File: src/rtl/alu_sequencer.sv
// Multi-cycle sequencer in front of the 32-bit ALU: holds operands for a per-class
// latency, captures the 64-bit result and keeps the architectural HI/LO registers.
module alu_sequencer #(
  parameter int MUL_CYCLES = 4,
  parameter int DIV_CYCLES = 8
) (
  input  logic        gclk,
  input  logic        grst,
  input  logic        i_start,
  input  logic [4:0]  i_op,
  input  logic [31:0] i_a_in,
  input  logic [31:0] i_b_in,
  input  logic [63:0] i_alu_c,
  output logic [31:0] o_y_out,
  output logic [31:0] o_b_out,
  output logic [4:0]  o_opcode_out,
  output logic        o_busy,
  output logic        o_done,
  output logic [31:0] o_result,
  output logic [31:0] o_hi,
  output logic [31:0] o_lo,
  output logic        o_div_zero,
  output logic        o_illegal,
  output logic        o_halted
);
  localparam int MAXC = (MUL_CYCLES > DIV_CYCLES) ? MUL_CYCLES : DIV_CYCLES;
  localparam int CW   = $clog2(MAXC) + 1;

  localparam logic [4:0] OP_MUL  = 5'b01110;
  localparam logic [4:0] OP_DIV  = 5'b01111;
  localparam logic [4:0] OP_LAST = 5'b10110;
  localparam logic [4:0] OP_MFHI = 5'b10111;
  localparam logic [4:0] OP_MFLO = 5'b11000;
  localparam logic [4:0] OP_HALT = 5'b11010;
  localparam logic [4:0] OP_ILL  = 5'b11011;

  typedef enum logic [1:0] {IDLE, EXEC, DONE, HALT} state_t;

  state_t        r_state;
  logic [CW-1:0] r_cnt;
  logic [31:0]   r_y, r_b, r_result, r_hi, r_lo;
  logic [4:0]    r_opc;
  logic          r_busy, r_done, r_dz, r_ill, r_halted;

  logic          w_is_mul, w_is_div, w_long;
  logic [CW-1:0] w_lat_m1;

  assign w_is_mul = (i_op == OP_MUL);
  assign w_is_div = (i_op == OP_DIV);
  // Anything that keeps the ALU busy; a div by zero is answered without it.
  assign w_long   = w_is_mul || (w_is_div && i_b_in != 32'd0) || (i_op <= OP_LAST && !w_is_div);

  always_comb begin
    w_lat_m1 = '0;
    if (w_is_mul)      w_lat_m1 = CW'(MUL_CYCLES - 1);
    else if (w_is_div) w_lat_m1 = CW'(DIV_CYCLES - 1);
  end

  always_ff @(posedge gclk) begin
    if (grst) begin
      r_state  <= IDLE;
      r_cnt    <= '0;
      r_y      <= '0;
      r_b      <= '0;
      r_opc    <= '0;
      r_result <= '0;
      r_hi     <= '0;
      r_lo     <= '0;
      r_busy   <= 1'b0;
      r_done   <= 1'b0;
      r_dz     <= 1'b0;
      r_ill    <= 1'b0;
      r_halted <= 1'b0;
    end else begin
      case (r_state)
        IDLE: if (i_start) begin
          if (i_op == OP_HALT) begin
            r_state  <= HALT;
            r_halted <= 1'b1;
          end else if (w_long) begin
            r_y     <= i_a_in;
            r_b     <= i_b_in;
            r_opc   <= i_op;
            r_cnt   <= w_lat_m1;
            r_busy  <= 1'b1;
            r_state <= EXEC;
          end else begin
            r_state  <= DONE;
            r_done   <= 1'b1;
            r_ill    <= (i_op >= OP_ILL);
            r_dz     <= w_is_div;
            r_result <= (i_op == OP_MFHI) ? r_hi :
                        (i_op == OP_MFLO) ? r_lo : 32'd0;
          end
        end
        EXEC: begin
          if (r_cnt == '0) begin
            r_result <= i_alu_c[31:0];
            if (r_opc == OP_MUL || r_opc == OP_DIV) begin
              r_hi <= i_alu_c[63:32];
              r_lo <= i_alu_c[31:0];
            end
            r_busy  <= 1'b0;
            r_done  <= 1'b1;
            r_state <= DONE;
          end else begin
            r_cnt <= r_cnt - 1'b1;
          end
        end
        DONE: begin
          r_done  <= 1'b0;
          r_dz    <= 1'b0;
          r_ill   <= 1'b0;
          r_state <= IDLE;
        end
        default: r_state <= HALT;
      endcase
    end
  end

  assign o_y_out      = r_y;
  assign o_b_out      = r_b;
  assign o_opcode_out = r_opc;
  assign o_busy       = r_busy;
  assign o_done       = r_done;
  assign o_result     = r_result;
  assign o_hi         = r_hi;
  assign o_lo         = r_lo;
  assign o_div_zero   = r_dz;
  assign o_illegal    = r_ill;
  assign o_halted     = r_halted;
endmodule
File: config.mk
export PLATFORM = sky130hd
export DESIGN_NAME = alu_sequencer
export DESIGN_NICKNAME = d
export VERILOG_FILES = /design/src/rtl/alu_sequencer.sv
export SDC_FILE = /design/constraint.sdc
export NUM_CORES = 1
export LEC_CHECK = 0
export CORE_MARGIN = 2
export CORE_UTILIZATION = 30
export CTS_CLUSTER_SIZE = 28
export DETAILED_ROUTE_END_ITERATION = 10
export GPL_TIMING_DRIVEN = 0
export PLACE_DENSITY = 0.57
export SETUP_SLACK_MARGIN = 0.02
export SYNTH_ARGS = -nofsm -noshare
export SYNTH_HDL_FRONTEND = slang
export SYNTH_SLANG_ARGS = --single-unit
File: constraint.sdc
create_clock -name gclk -period 6 [get_ports gclk]
set_input_delay 0.9 -clock gclk [delete_from_list [all_inputs] [get_ports gclk]]
set_output_delay 0.9 -clock gclk [all_outputs]
set_load 0.05 [all_outputs]
==> out/summary.txt <==
Routed WL: 28800 µm
CORE AREA: 26700 µm²
Clock Path Buffers: 2
Fin Setup TNS: 0 ns
IO Port Bufs: 304
cts hold-fix bufs: 0
first-pass GRT wire length: 43900 µm
Iter 0 DRT Violations: 402
Pwr Density: 348 nW/µm²
antenna violations before repair: 0
Die ar.: 28300 µm²
synth-to-layout area growth: 50.1%
commonest non-fill, non-tap cell in the layout: clkdlybuf4s50_1
synth warn: 0
first-pass iteration count of the detailed router: 5
Max Cap Violations: 0
Die X: 168 µm
R2R Path Start: r_state[1]
Mapped Cells: 909
CTS resizes: 0
status: complete, no violations
Yosys reg bits: 176
switching power total: 0.00165 W
final slew viol count: 0
# clock sinks: 176
FP Rows: 60
# IOs: 306
Internal Power: 0.00258 W
Avg Cell Area, Syn: 8.90 µm²
Vias: 7592
Fin Hold WS: 0.470 ns
post-synthesis sequential area ratio: 0.435
Peak VDD IR: 0.000204 V
prevailing post-synth register cell: dfxtp_1
Vias/cell: 4.79
share of cells above drive strength 1: 0.0458
TritonCTS clock tree: yes
clock slew at reported path FFs: 0.07 ns
starting density of the core: 0.303
root buffer cell: clkbuf_16
maximum clock frequency: 346 MHz
reg2reg setup slack: 3.55 ns
largest net degree at the start of global routing: 18
Setup crit end: o_result[16]
CP startpoint: i_op[1]
RR Endpoint: o_lo[3]
Overall Global Routing Usage: 0.199
H-tree depth: 4
Mapped Area: 8090 µm²
Tmin final: 2.89 ns
Slew @ Worst Pin: 0.827 ns
syn nets: 1050
CTS Buf Count: 17
share of the synthesized area in the top cell type: 0.435
worst-path fanout max: 10
ANT nets after route: 0
Worst-Skew Late Latency: 0.43 ns
Layout Skew: 0.0127 ns
Critical Path AT: 3.25 ns
Final Setup Violations: 0
Period Utilization, post-route: 0.482
combinational fraction of design power: 0.404
P_leak: 4.41 nW
Final Hold Fails: 0
crit end category: flip-flop
Die Y: 168 µm
drt wl/cell: 18.2 µm
cell taking the most area after synthesis: dfxtp_1
Clock Power Share: 0.267
critical path launch point type: primary input
R2R cell count: 8
antenna cells: 0
total gr overflow: 0
RSZ-0062 raised after global routing: no
drc violations: 0
Worst Path Required: 6.36 ns
critical path class: primary input to flip-flop
Post-DP HPWL: 21400 µm
Sw Share: 0.389
post-CTS setup buffer count: 0
synth top area cells: dfxtp_1 44%, nand2b_1 14%, mux2i_1 12%
gpl congestion: 0.817
Netlist cell types: 47
sequential power share: 0.330
commonest cells after routing, fill and taps aside: 304 x clkdlybuf4s50_1, 176 x dfxtp_1, 175 x nand2b_1, 133 x nand2_1, 101 x mux2i_1
asr flop ratio synth: 0
vias in the first global route: 7509
HP Class: flip-flop to flip-flop
Nets: 1373
Rel. slew slack: 0.449
Post-synth EDFFs: 0
## layout make-up
| type | instances | area, µm² |
|---|---|---|
| Fill cell | 2642 | 14600 |
| Multi-Input combinational cell | 618 | 4080 |
| Sequential cell | 176 | 3520 |
| Timing Repair Buffer | 304 | 3040 |
| Clock buffer | 19 | 443 |
| Tap cell | 341 | 427 |
| Buffer | 73 | 337 |
| Inverter | 42 | 158 |
| Clock inverter | 13 | 143 |
## power groups by stage
stage / registers (W) / clock network, W / logic (W)
final: 0.00139 / 0.00113 / 0.00171
after global routing: 0.00141 / 0.00121 / 0.00181
after CTS: 0.00139 / 0.00116 / 0.00172
after detailed placement: 0.00142 / 0 / 0.00171
after global placement: 0.00142 / 0 / 0.00171
after floorplan: 0.00185 / 0 / 0.000710
## metal layers
layer  GRT usage  routed length [µm]  vias up  part of all wire
li1            -                   -     3738                 -
met1       0.250               12800     3596              0.44
met2       0.335               13400      236              0.47
met3      0.0614                2220       22             0.077
met4      0.0461                 340        0             0.012
met5           0                   0        -                 0
## sequential cells by signal, indices dropped and copies added (netlist names)
register,count
o_b_out,32
o_hi,32
o_lo,32
o_result,32
o_y_out,32
o_opcode_out,5
r_cnt,4
r_state,2
o_busy,1
o_div_zero,1
o_done,1
o_halted,1
o_illegal,1
## synthesized netlist by cell type (all sizes together) (4+ instances only)
master  number
buf         24
dfxtp      176
mux2i      101
inv         42
ha           5
nor2b        4
clkbuf      49
nand2      133
a31oi        4
nor4         8
nand4        4
a211o       33
nand2b     175
a21oi       70
a221oi      33
nor3         6
nor2        10
and4         4
## per-stage QoR
step	power [W]	setup WS (ns)	instances	utilization	cell area (µm²)
after floorplan	0.00256	3.67	909	-	8090
after global placement	0.00313	2.65	1554	0.433	11600
after detailed placement	0.00313	2.64	1554	0.433	11600
after CTS	0.00427	3.07	1586	0.455	12100
after global routing	0.00443	2.91	1586	0.455	12100
final	0.00423	3.11	1586	0.455	12100
## critical path, stage by stage
cell and delay [ns]:
clkdlybuf4s50_1 0.62, nand4_1 0.18, nor2_1 0.46, clkbuf_1 0.48, a221oi_1 0.18, a211o_1 0.28
mux2i_1 0.13
## how the worst min path moves through the flow
stage | startpoint | to | slack [ns] | depth (start not counted)
floorplan | r_state[0] | r_state[0] | 0.50 | 2
global placement | o_illegal | o_illegal | 0.45 | 2
detailed placement | o_lo[20] | o_lo[20] | 0.46 | 2
CTS | o_lo[20] | o_lo[20] | 0.47 | 2
global route | o_y_out[0] | o_y_out[0] | 0.49 | 2
finish | o_div_zero | o_div_zero | 0.47 | 2
## kinds of logic (layout without fill, tap and decap cells)
| kind of cell | Yosys count | after routing | synth area share |
|---|---|---|---|
| buf+inv | 115 | 451 | 0.0611 |
| compound gates | 157 | 157 | 0.137 |
| simple gates | 354 | 354 | 0.233 |
| flops | 176 | 176 | 0.435 |
| mux | 102 | 102 | 0.126 |
| fa+ha+maj | 5 | 5 | 0.00773 |
Power figures use the tool's default switching activity.
